--- src/rtl/core_run_ctrl.sv ---
// Run controller for a test core: holds the core in reset, runs it until a tohost
// write or the watchdog fires, and keeps registered result flags and statistics.
module core_run_ctrl #(
   parameter int unsigned      WIDTH           = 32,
   parameter int unsigned      RST_HOLD_CYCLES = 1,
   parameter int unsigned      TIMEOUT_CYCLES  = 300,
   parameter logic [WIDTH-1:0] TOHOST_ADDR     = WIDTH'(32'h0000_1000)
) (
   input  logic             clk,
   input  logic             rst,
   input  logic             start,
   input  logic             instr_retire,
   input  logic             dmem_we,
   input  logic [WIDTH-1:0] dmem_addr,
   input  logic [WIDTH-1:0] dmem_wdata,
   output logic             core_rst,
   output logic             running,
   output logic             done,
   output logic             pass,
   output logic             fail,
   output logic             timeout,
   output logic [WIDTH-1:0] cycle_count,
   output logic [WIDTH-1:0] instret_count,
   output logic [WIDTH-1:0] exit_code
);

   localparam int unsigned      HW        = (RST_HOLD_CYCLES > 1) ? $clog2(RST_HOLD_CYCLES) : 1;
   localparam logic [HW-1:0]    HOLD_LAST = HW'(RST_HOLD_CYCLES - 32'd1);
   localparam logic             TMO_EN    = (TIMEOUT_CYCLES != 32'd0);
   localparam logic [WIDTH-1:0] TO_LAST   = WIDTH'(TIMEOUT_CYCLES - 32'd1);
   localparam logic [WIDTH-1:0] ONE       = WIDTH'(1'b1);
   localparam logic [WIDTH-1:0] MAXV      = {WIDTH{1'b1}};

   typedef enum logic [1:0] {
      IDLE       = 2'd0,
      RESET_HOLD = 2'd1,
      RUN        = 2'd2,
      DONE       = 2'd3
   } state_t;

   state_t           state_r, next_s;
   logic [HW-1:0]    hold_r;
   logic             core_rst_r, running_r, done_r, pass_r, fail_r, timeout_r;
   logic [WIDTH-1:0] cycle_count_r, instret_count_r, exit_code_r;
   logic             tohost_s, tmo_s, enter_hold_s;

   // A tohost write wins over a coincident watchdog expiry
   assign tohost_s     = (state_r == RUN) && dmem_we && (dmem_addr == TOHOST_ADDR);
   assign tmo_s        = TMO_EN && (state_r == RUN) && !tohost_s && (cycle_count_r == TO_LAST);
   assign enter_hold_s = (next_s == RESET_HOLD) && (state_r != RESET_HOLD);

   // Next-state decode
   always_comb begin
      next_s = state_r;
      case (state_r)
         IDLE: begin
            if (start) next_s = RESET_HOLD;
            else       next_s = IDLE;
         end
         RESET_HOLD: begin
            if (hold_r == HOLD_LAST) next_s = RUN;
            else                     next_s = RESET_HOLD;
         end
         RUN: begin
            if (tohost_s || tmo_s) next_s = DONE;
            else                   next_s = RUN;
         end
         DONE: begin
            if (start) next_s = RESET_HOLD;
            else       next_s = DONE;
         end
         default: next_s = IDLE;
      endcase
   end

   // State, hold counter, decoded outputs and run statistics
   always_ff @(posedge clk or posedge rst) begin
      if (rst) begin
         state_r         <= IDLE;
         hold_r          <= {HW{1'b0}};
         core_rst_r      <= 1'b1;
         running_r       <= 1'b0;
         done_r          <= 1'b0;
         pass_r          <= 1'b0;
         fail_r          <= 1'b0;
         timeout_r       <= 1'b0;
         cycle_count_r   <= {WIDTH{1'b0}};
         instret_count_r <= {WIDTH{1'b0}};
         exit_code_r     <= {WIDTH{1'b0}};
      end else begin
         state_r    <= next_s;
         core_rst_r <= (next_s != RUN);
         running_r  <= (next_s == RUN);
         done_r     <= (next_s == DONE);
         hold_r     <= ((state_r == RESET_HOLD) && (next_s == RESET_HOLD)) ?
                       hold_r + HW'(1'b1) : {HW{1'b0}};
         if (enter_hold_s) begin
            pass_r          <= 1'b0;
            fail_r          <= 1'b0;
            timeout_r       <= 1'b0;
            cycle_count_r   <= {WIDTH{1'b0}};
            instret_count_r <= {WIDTH{1'b0}};
            exit_code_r     <= {WIDTH{1'b0}};
         end else if (state_r == RUN) begin
            if (cycle_count_r != MAXV)
               cycle_count_r <= cycle_count_r + ONE;
            if (instr_retire && (instret_count_r != MAXV))
               instret_count_r <= instret_count_r + ONE;
            if (tohost_s) begin
               exit_code_r <= dmem_wdata;
               pass_r      <= (dmem_wdata == ONE);
               fail_r      <= (dmem_wdata != ONE);
            end else if (tmo_s) begin
               timeout_r <= 1'b1;
               fail_r    <= 1'b1;
            end
         end
      end
   end

   assign core_rst      = core_rst_r;
   assign running       = running_r;
   assign done          = done_r;
   assign pass          = pass_r;
   assign fail          = fail_r;
   assign timeout       = timeout_r;
   assign cycle_count   = cycle_count_r;
   assign instret_count = instret_count_r;
   assign exit_code     = exit_code_r;

endmodule

--- config.mk ---
export PLATFORM = sky130hd
export DESIGN_NAME = core_run_ctrl
export DESIGN_NICKNAME = d
export VERILOG_FILES = /design/src/rtl/core_run_ctrl.sv
export SDC_FILE = /design/constraint.sdc
export NUM_CORES = 1
export LEC_CHECK = 0
export ABC_AREA = 1
export CAP_MARGIN = 20
export CORE_UTILIZATION = 51
export DETAILED_ROUTE_END_ITERATION = 8
export PLACE_DENSITY = 0.82
export SYNTH_ARGS = -nofsm -noshare
export SYNTH_HDL_FRONTEND = slang
export SYNTH_SLANG_ARGS = --single-unit
--- constraint.sdc ---
create_clock -name clk -period 3.8 [get_ports clk]
set_input_delay 0.38 -clock clk [delete_from_list [all_inputs] [get_ports clk]]
set_output_delay 0.38 -clock clk [all_outputs]
set_load 0.02 [all_outputs]
---- Word level (Yosys, flattened, before mapping) ----
Cells that the tools add are included.
storage, ports and cells
  register bits ........................... 105
  latch bits .............................. 0
  bits in writable memories ............... 0
  memory bits (read-only) ................. 0
  input bits .............................. 69
  output and inout bits ................... 102
  logic and storage cells ................. 75
  memories ................................ 0
operators by class
  $add $sub $neg .......................... 3
  multiply operators ...................... 0
  divide/modulo/power cells ............... 0
  $lt $le $gt $ge ......................... 0
  equal/unequal tests ..................... 15
  shift-type cells ........................ 0
  mux-type cells .......................... 25
  bitwise logic cells ..................... 0
  reductions and logical operators ........ 21
operator list
  kind                                             number
  two-way mux 32 bit                               9
  adder 32 x 1 -> 32 bit, second input constant    2
  != test 32 bit, second input constant            2
  == test 32 x 1 -> 1 bit, second input constant   1
  == test 32 x 13 -> 1 bit, second input constant  1
  == test 32 x 9 -> 1 bit, second input constant   1
  != test 32 x 1 -> 1 bit, second input constant   1
  two-way mux 1 bit                                13
  nonzero test 2 bit                               5
  == test 2 bit, second input constant             4
  case mux 2 bit (4 select lines)                  1
  AND reduction 2 bit                              4
  logical AND 1 bit                                7
  == test 2 x 1 -> 1 bit, second input constant    2
  two-way mux 2 bit                                2
  != test 2 x 1 -> 1 bit, second input constant    2
  AND reduction 3 bit                              1
  nonzero test 3 bit                               1
  logical NOT 2 bit                                1
  != test 2 bit, second input constant             1
  adder 1 bit, second input constant               1
  logical NOT 1 bit                                1
  logical OR 1 bit                                 1

---- Logic depth before layout (Yosys ltp) ----
Gate-level depths: netlist of run 1.
  depth after elaboration ................. 13
  depth in mapped cells ................... 13
  depth with buffers taken out ............ 12

---- Least setup slack after synthesis of run 1 ----
No wires, ideal clock.
  path type ............................... flip-flop to flip-flop
  from .................................... register cycle_count_r[0], in the netlist cycle_count[0]
  to ...................................... register cycle_count_r[15], in the netlist cycle_count[15]
  setup time .............................. 0.119 ns
  arrival ................................. 1.919 ns
  data required time ...................... 3.681 ns
  path slack .............................. 1.762 ns
  stages on the path, launching flop included .. 13
  buffers on the path ..................... 2
  period minus slack after synthesis ...... 2.038 ns
  path through ............................ dfrtp_1 ha_1 nand2_2 nor2_4 nand2_2 nor2_4 nand3_4 nand2_4 inv_2 buf_6 buf_8 nand3_2 nand2_1
on the way
  word-level cells in the longest chain between the ends .. 9
  elaborated cells on any way between the ends .. 15
  classes of those cells .................. 1 x add/sub; 3 x eq/ne; 5 x mux; 6 x reduce/logical
ends and longest elaborated chain
  element                          line  source
  from (decl)                      44    logic [WIDTH-1:0] cycle_count_r, instret_count_r, exit_code_r;
  from (signal assigned)           87    cycle_count_r <= {WIDTH{1'b0}};
  from (signal assigned)           101   cycle_count_r <= {WIDTH{1'b0}};
  from (signal assigned)           106   cycle_count_r <= cycle_count_r + ONE;
  == test 32 x 9 -> 1 bit          49    assign tmo_s = TMO_EN && (state_r == RUN) && !tohost_s && (cycle_count_r == TO_LAST);
  logical AND 1 bit                49
  logical OR 1 bit                 65    if (tohost_s || tmo_s) next_s = DONE;
  two-way mux 1 bit                65
  case mux 2 bit (4 select lines)  55    case (state_r)
  == test 2 x 1 -> 1 bit           50    assign enter_hold_s = (next_s == RESET_HOLD) && (state_r != RESET_HOLD);
  logical AND 1 bit                50
  nonzero test 2 bit (no line)     --
  AND reduction 2 bit (no line)    --
Several ways; a longest one is shown, not always the timed one. The select of a mux whose other input is x is not followed.
A chain may end at the register's enable or synchronous reset.

---- Final worst setup path of run 1 ----
  from .................................... register cycle_count_r[0], in the netlist cycle_count[0]
  to ...................................... register cycle_count_r[20], in the netlist cycle_count[20]
Same word-level chain as after synthesis.

==> flow_summary.json, run 1 <==
{
  "critPathLaunchType": "flip-flop",
  "hold_violations": 0,
  "final_util": 0.685,
  "vias": 7151,
  "overflow": 0,
  "syn_area_mm2": 0.00697,
  "cp.required_ps": 4090,
  "netlist.area_leader.share": 0.373,
  "final_common_cell": "nand2_1",
  "power.density_mw_per_mm2": 345,
  "path_clk_slew_ps": 70,
  "grt_pass1_wl_mm": 31.5,
  "netlist_instances": 1071,
  "wl_met1_mm": 8.17,
  "rows": 42,
  "cts_buffers": 9,
  "worst_pin_slew_ps": 778,
  "drt_iter0_drc": 507,
  "maxSlewHeadroom": 0.481,
  "drv_slew": 0,
  "portBuffers": 170,
  "syn2layout_area_growth_pct": 30.7,
  "dr.max_layer_used": "met4",
  "cts_tree": "yes",
  "gp_congestion": 0.921,
  "rsz0062_at_grt": "no",
  "cp_data_arrival_time_ps": 2740,
  "drc": 0,
  "cts_root_buf": "clkbuf_16",
  "layout-drive-gt1-share": 0.0423,
  "routed_wl_mm": 19.1,
  "postCtsSetupBuffers": 0,
  "die_x_um": 119,
  "setup_tns_ps": 0,
  "synth_area_leader_cell": "dfrtp_1",
  "track_usage": 0.279,
  "end_kind": "flip-flop",
  "wire_per_inst_um": 13.6,
  "ys_seq_area_frac": 0.377,
  "vias_per_cell": 5.09,
  "power_mw": 3.15,
  "dieArea_mm2": 0.0141,
  "synth_flop_cell": "dfrtp_1",
  "synth_nets": 1142,
  "grt_max_degree": 66,
  "ys_warn_count": 0,
  "synth_area_leaders": "dfrtp_1, nand2_1, inv_1",
  "cp_max_fo": 29,
  "ant_nets": 0,
  "setup.worst_path.class": "reg2reg",
  "cap_violations": 0,
  "route.met3.wl_um": 900,
  "setup_viol": 0,
  "layout.nets": 1294,
  "final_cell_mix": "nand2_1, inv_1, clkdlybuf4s50_1",
  "fin_crit_ps": 2450,
  "synth_cell_types": 30,
  "holdCritPathClass": "in2async",
  "antenna_found_initial": 0,
  "async_reset_ff_frac": 1.00,
  "synth_edf_count": 0,
  "status": "complete, no violations",
  "p_leak_nw": 4.59,
  "clkSinkCount": 105,
  "hold_buffers": 0,
  "timing.fmax_ghz": 0.408,
  "finalCritPeriodShare": 0.644,
  "die_h_um": 119,
  "htreeDepth": 3,
  "place_area_mm2": 0.00878,
  "first_pass_iters": 5,
  "clock_skew_ps": 5.50,
  "io_pins": 171,
  "clkLatencyLatePin_ps": 360,
  "ys_ff_latch": 105,
  "initial_core_util": 0.524,
  "core_mm2": 0.0133,
  "wl_met2_mm": 9.57,
  "grt_pass1_vias": 6531,
  "post-dp-hpwl_mm": 14.3,
  "final_area_mm2": 0.00911,
  "ir_drop_mv": 0.251,
  "ctsResizeCount": 0,
  "avgSynthCellArea_um2": 6.51,
  "whs_ps": 526,
  "clockBufferDepth": 2,
  "antennaDiodeCount": 0
}
## state kept, by name, indices dropped and copies added (netlist names), 2 cells and up
name           count
cycle_count       32
exit_code         32
instret_count     32
state_r            2
## cells by family after synthesis
logic type / count (synthesis) / synth area share
compound gates: 51 / 0.0417
xor+xnor: 34 / 0.0427
fa+ha+maj: 2 / 0.00359
buf+inv: 223 / 0.127
flops: 105 / 0.377
other cells: 1 / 0.000538
simple gates: 655 / 0.407
## metrics by stage
step	setup WS, ps	std cells
CTS	1340	1404
global route	1090	1404
floorplan	661	1071
finish	1350	1404
global placement	1280	1388
detailed placement	1220	1388
## where the power goes
part / leakage [nW] / internal, mW / switching [mW]
clock: 0.157 / 0.585 / 0.440
combinational: 2.98 / 0.253 / 0.666
sequential: 1.45 / 1.16 / 0.0386
total: 4.59 / 2.00 / 1.14
## Yosys cell counts, types with 4 or more instances
master,n
nand4_1,25
dfrtp_1,104
inv_2,5
xor2_1,32
clkbuf_1,7
nor2_1,166
o21bai_1,13
nor4_1,4
nand3_2,14
inv_1,185
nand2_1,319
nand3b_1,4
nor3_1,8
o21ai_0,37
buf_2,22
nand3_1,104
## metal layers
metal  vias up  global-route usage
li1       3573                   -
met1      3313               0.355
met2       234               0.479
met3        31              0.0493
met4         0              0.0957
met5         -                   0
## worst paths after layout
path / slack (ps) / end / cells past startpoint / from
min reg2reg: 550 / fail / 2 / fail
min in group clk: 550 / fail / 2 / fail
min: 530 / exit_code[26] / 2 / rst
max reg2reg: 1350 / cycle_count[20] / 11 / cycle_count[0]
max: 1350 / cycle_count[20] / 11 / cycle_count[0]
max in group asynchronous: 2550 / instret_count[19] / 3 / rst
## final cells by class
| type | count | area (um2) |
|---|---|---|
| fill | 1200 | 4190 |
| multi-input combinational | 743 | 3460 |
| sequential | 105 | 2630 |
| timing repair buffer | 174 | 1760 |
| inverter | 190 | 716 |
| clock buffer | 9 | 225 |
| tap | 176 | 220 |
| clock inverter | 7 | 103 |
## critical path, cell delays in order (launching register included)
cell and delay (ps):
dfrtp_1 450, ha_1 340, nand2_2 120, nor2_4 170, nand2_2 100, nor2_4 130, nand3_4 110, nand2_4 280
inv_2 350, nand3_1 160, nand2_1 60, nor2_1 90
No activity file was read; power rests on OpenSTA's default activity.
==> run 2: changes to the inputs <==
--- a/config.mk
+++ b/config.mk
@@ -7,9 +7,9 @@
 export LEC_CHECK = 0
 export ABC_AREA = 1
 export CAP_MARGIN = 20
-export CORE_UTILIZATION = 51
+export CORE_UTILIZATION = 46
 export DETAILED_ROUTE_END_ITERATION = 8
-export PLACE_DENSITY = 0.82
+export PLACE_DENSITY = 0.78
 export SYNTH_ARGS = -nofsm -noshare
 export SYNTH_HDL_FRONTEND = slang
 export SYNTH_SLANG_ARGS = --single-unit
==> constraint.sdc (replaced) <==
create_clock -name clk -period 2.15 [get_ports clk]
set_input_delay 0.215 -clock clk [delete_from_list [all_inputs] [get_ports clk]]
set_output_delay 0.215 -clock clk [all_outputs]
set_load 0.02 [all_outputs]
==> run 2 against run 1 <==
  * Count of clock-buffer cells in the layout is 2 higher
  * Sequential share of layout area is 0.86 points lower
  * Die area increased by 11%
  * Global-route usage is 1.5 points lower
  * Fmax grew 22%
  * Register-to-register slack worse by 1200 ps
  * Final area rose by 3.1%
==> flow_summary.json, run 2 (synthesis gave the netlist of run 1 again) <==
{
  "worst_pin_slew_ps": 528,
  "io_pins": 171,
  "cpPeakStageDelay_ps": 400,
  "dieArea_mm2": 0.0156,
  "hold_violations": 0,
  "clkSinkCount": 105,
  "crit_family": "simple AND/OR/NAND/NOR gates",
  "gp_congestion": 0.976,
  "vias": 7255,
  "cts_root_buf": "clkbuf_16",
  "post-dp-hpwl_mm": 15.0,
  "final_cell_mix": "nand2_1, inv_1, clkdlybuf4s50_1",
  "setup_viol": 0,
  "whs_ps": 234,
  "cts_buffers": 9,
  "drv_slew": 0,
  "wire_per_inst_um": 13.6,
  "status": "complete, no violations",
  "cp_max_fo": 14,
  "end_kind": "flip-flop",
  "ant_nets": 0,
  "clockBufferDepth": 2,
  "first_pass_iters": 7,
  "layout-drive-gt1-share": 0.0704,
  "ir_drop_mv": 0.637,
  "drc": 0,
  "track_usage": 0.265,
  "critPathLaunchType": "flip-flop",
  "portBuffers": 170,
  "cap_violations": 0,
  "syn2layout_area_growth_pct": 34.8,
  "cp_data_arrival_time_ps": 2240,
  "grt_pass1_wl_mm": 33.2,
  "fin_crit_ps": 2010,
  "hold_buffers": 0,
  "path_cells": "ha_2 > nand3_1 > inv_1 > nand2_1 > nor2_1 > nand2_1 > nand3_2 > buf_4 > xor2_1 > nor2_1",
  "grt_max_degree": 66,
  "setup.worst_path.class": "reg2reg",
  "rsz0062_at_grt": "no",
  "path_clk_slew_ps": 70,
  "die_h_um": 125,
  "vias_per_cell": 5.01,
  "setup_tns_ps": 0,
  "final_util": 0.641,
  "worst-path-buf-inv": 2,
  "holdCritPathClass": "in2async",
  "clock_skew_ps": 9.74,
  "cp_slowest_cell": "dfrtp_1",
  "core_mm2": 0.0146,
  "power.density_mw_per_mm2": 598,
  "grt_pass1_vias": 6971,
  "p_leak_nw": 4.77,
  "rows": 44,
  "antenna_found_initial": 0,
  "drt_iter0_drc": 535,
  "initial_core_util": 0.476,
  "routed_wl_mm": 19.7,
  "overflow": 0,
  "final_common_cell": "nand2_1",
  "cp.required_ps": 2390,
  "maxSlewHeadroom": 0.648,
  "cts_tree": "yes",
  "antennaDiodeCount": 0,
  "clkLatencyLatePin_ps": 360,
  "timing.fmax_ghz": 0.498,
  "layout.nets": 1330,
  "htreeDepth": 3,
  "die_x_um": 125,
  "finalCritPeriodShare": 0.933
}
[run 2: worst paths after layout]
| kind | cells past startpoint | end | slack, ps | startpoint |
|---|---|---|---|---|
| max | 10 | instret_count[0] | 140 | instret_count[1] |
| min | 2 | exit_code[23] | 230 | rst |
| max reg2reg | 10 | instret_count[0] | 140 | instret_count[1] |
| min reg2reg | 2 | fail | 510 | fail |
| max in group asynchronous | 3 | cycle_count[10] | 1250 | rst |
| min in group clk | 2 | fail | 510 | fail |
[run 2: routing by layer]
layer	vias up	track usage	routed length, um
met5	-	0	0
met4	0	0.0990	553
met3	40	0.0484	1200
met2	252	0.443	9340
met1	3324	0.342	8630
li1	3639	-	-
[run 2: report_power, final]
group / switching (mW) / internal (mW) / total (mW) / leakage, nW
clock network: 0.758 / 0.973 / 1.73 / 0.148
registers: 0.0437 / 2.06 / 2.10 / 1.45
logic: 1.25 / 0.538 / 1.79 / 3.17
total: 2.05 / 3.57 / 5.62 / 4.77
[run 2: worst register-to-register path, delay by kind of cell, from the launching register on]
family,cells,cell delay (ps)
XOR/XNOR,1,160
adder cells (fa/ha/maj),1,260
buffers and inverters,2,350
flip-flops,1,400
AND/OR/NAND/NOR,6,730
[run 2: layout make-up]
cell class / count / area [um2]
multi-input cells: 743 / 3460
clock buffers: 11 / 253
clock inverters: 5 / 62.6
repair buffers: 210 / 2030
inverters: 190 / 723
well taps: 184 / 230
flip-flops and latches: 105 / 2630
fillers: 1343 / 5250
[run 2: repair_timing]
item                                    in CTS  in global routing
buffers inserted                             0                  0
endpoints found under the setup margin       0                 31
gates resized for setup                      0                  7
[run 2: stage by stage]
step | std cells | power [mW] | worst slack (ps) | cell area, um2
2_1_floorplan | 1071 | 3.32 | 112 | 6970
3_3_place_gp | 1432 | 3.90 | 123 | 9060
3_5_place_dp | 1432 | 3.91 | 35.7 | 9060
4_1_cts | 1448 | 5.65 | 52.7 | 9380
5_1_grt | 1448 | 5.94 | 3.07 | 9390
6_report | 1448 | 5.62 | 144 | 9390
==> run 3: changes to the inputs <==
--- a/config.mk
+++ b/config.mk
@@ -8,6 +8,7 @@
 export ABC_AREA = 1
 export CAP_MARGIN = 20
 export CORE_UTILIZATION = 46
+export CTS_BUF_LIST = sky130_fd_sc_hd__clkbuf_16
 export DETAILED_ROUTE_END_ITERATION = 8
 export PLACE_DENSITY = 0.78
 export SYNTH_ARGS = -nofsm -noshare
==> constraint.sdc (replaced) <==
create_clock -name clk -period 2.15 [get_ports clk]
set_input_delay 0.215 -clock clk [delete_from_list [all_inputs] [get_ports clk]]
set_output_delay 0.215 -clock clk [all_outputs]
set_load 0.01 [all_outputs]
==> run 3 against run 2 <==
  * Final cell count stayed put
  * Final area is 0.21% lower
  * Worst hold slack better by 1.8 ps
  * Sequential share of layout area is 0.060 points higher
  * Clock power is 5% lower
  * Largest power group unchanged
  * Sequential power hardly changed
  * Core utilization is 0.14 points lower
  * Global-route usage is 0.084 points lower
==> flow_summary.json, run 3 (synthesis gave the netlist of run 1 again) <==
{
  "status": "complete, no violations",
  "clock_skew_ps": 7.91,
  "track_usage": 0.264,
  "overflow": 0,
  "io_pins": 171,
  "drt_iter0_drc": 559,
  "first_pass_iters": 8,
  "antennaDiodeCount": 0,
  "gp_congestion": 0.976,
  "multi_input_area_mm2": 0.00346,
  "finalCritPeriodShare": 0.932,
  "grt_pass1_vias": 6983,
  "timing.fmax_ghz": 0.499,
  "p_leak_nw": 4.76,
  "clkSinkCount": 105,
  "grt_max_degree": 66,
  "cts_tree": "yes",
  "antenna_found_initial": 0,
  "final_common_cell": "nand2_1",
  "core_mm2": 0.0146,
  "setup.worst_path.class": "reg2reg",
  "power.density_mw_per_mm2": 587,
  "cap_violations": 0,
  "fin_cells": 1448,
  "fill_cells": 1343,
  "cp.required_ps": 2390,
  "dp_cells": 1432,
  "portBuffers": 170,
  "clockBufferDepth": 2,
  "ant_nets": 0,
  "regArea_mm2": 0.00263,
  "cts_root_buf": "clkbuf_16",
  "drv_slew": 0,
  "initial_core_util": 0.476,
  "clkLatencyLatePin_ps": 360,
  "rsz0062_at_grt": "no",
  "path_clk_slew_ps": 70,
  "postCtsSetupBuffers": 0,
  "critPathLaunchType": "flip-flop",
  "post-dp-hpwl_mm": 15.0,
  "routed_wl_mm": 19.7,
  "maxSlewHeadroom": 0.643,
  "end_kind": "flip-flop",
  "die_x_um": 125,
  "setup_tns_ps": 0,
  "layout-drive-gt1-share": 0.0688,
  "vias_per_cell": 5.02,
  "die_h_um": 125,
  "final_cell_mix": "nand2_1, inv_1, clkdlybuf4s50_1",
  "drc": 0,
  "fin_crit_ps": 2000,
  "worst_pin_slew_ps": 535,
  "hold_buffers": 0,
  "setup_viol": 0,
  "syn2layout_area_growth_pct": 34.5,
  "cp_max_fo": 14,
  "grt_pass1_wl_mm": 33.1,
  "htreeDepth": 3,
  "ir_drop_mv": 0.636,
  "hold_violations": 0,
  "holdCritPathClass": "in2async",
  "rows": 44,
  "dieArea_mm2": 0.0156,
  "vias": 7266,
  "wire_per_inst_um": 13.6,
  "cp_data_arrival_time_ps": 2240,
  "cts_buffers": 9,
  "layout.nets": 1330
}
-- run 3: area by class of cell --
type	count	share of cell area
Multi-Input combinational cell	743	0.370
Timing Repair Buffer	210	0.217
Inverter	190	0.0772
Clock buffer	9	0.0240
Sequential cell	105	0.281
Tap cell	184	0.0246
Clock inverter	7	0.00748
-- run 3: routing by layer --
layer | vias up | global-route usage | part of all wire
li1 | 3643 | - | -
met1 | 3308 | 0.340 | 0.43
met2 | 275 | 0.442 | 0.47
met3 | 40 | 0.0484 | 0.068
met4 | 0 | 0.0990 | 0.026
met5 | - | 0 | 0
-- run 3: power by group --
group / internal (mW) / switching (mW)
Clock: 0.901 / 0.754
Combinational: 0.538 / 1.21
Sequential: 2.06 / 0.0440
-- run 3: repair_timing --
action / in CTS / in global routing
gates resized for setup: 0 / 7
endpoints found under the hold margin: 0 / 0
endpoints found under the setup margin: 0 / 31
-- run 3: path summary, 6_finish.rpt --
check                      slack [ps]        startpoint  depth (start not counted)          endpoint
setup / recovery                  150  instret_count[1]                         10  instret_count[0]
hold / removal                    240               rst                          2     exit_code[23]
setup reg to reg                  150  instret_count[1]                         10  instret_count[0]
hold reg to reg                   510              fail                          2              fail
max in group asynchronous        1250               rst                          3   cycle_count[27]
min in group clk                  510              fail                          2              fail
-- run 3: stage by stage --
step | hold slack, ps | utilization | area (um2) | setup WS, ps | total power [mW]
after detailed placement | 499 | 0.619 | 9060 | 35.7 | 3.87
after global routing | 268 | 0.640 | 9370 | 3.07 | 5.82
final | 236 | 0.640 | 9370 | 146 | 5.50
after global placement | 490 | 0.619 | 9060 | 123 | 3.85
after CTS | 242 | 0.639 | 9360 | 52.7 | 5.53
after floorplan | 441 | - | 6970 | 195 | 3.28
-- run 3: worst max-delay path, cell delays in order, from the launching register on --
cell and delay (ps):
dfrtp_1 390, ha_2 260, nand3_1 140, inv_1 100
nand2_1 70, nor2_1 200, nand2_1 100, nand3_2 170
buf_4 240, xor2_1 160, nor2_1 50
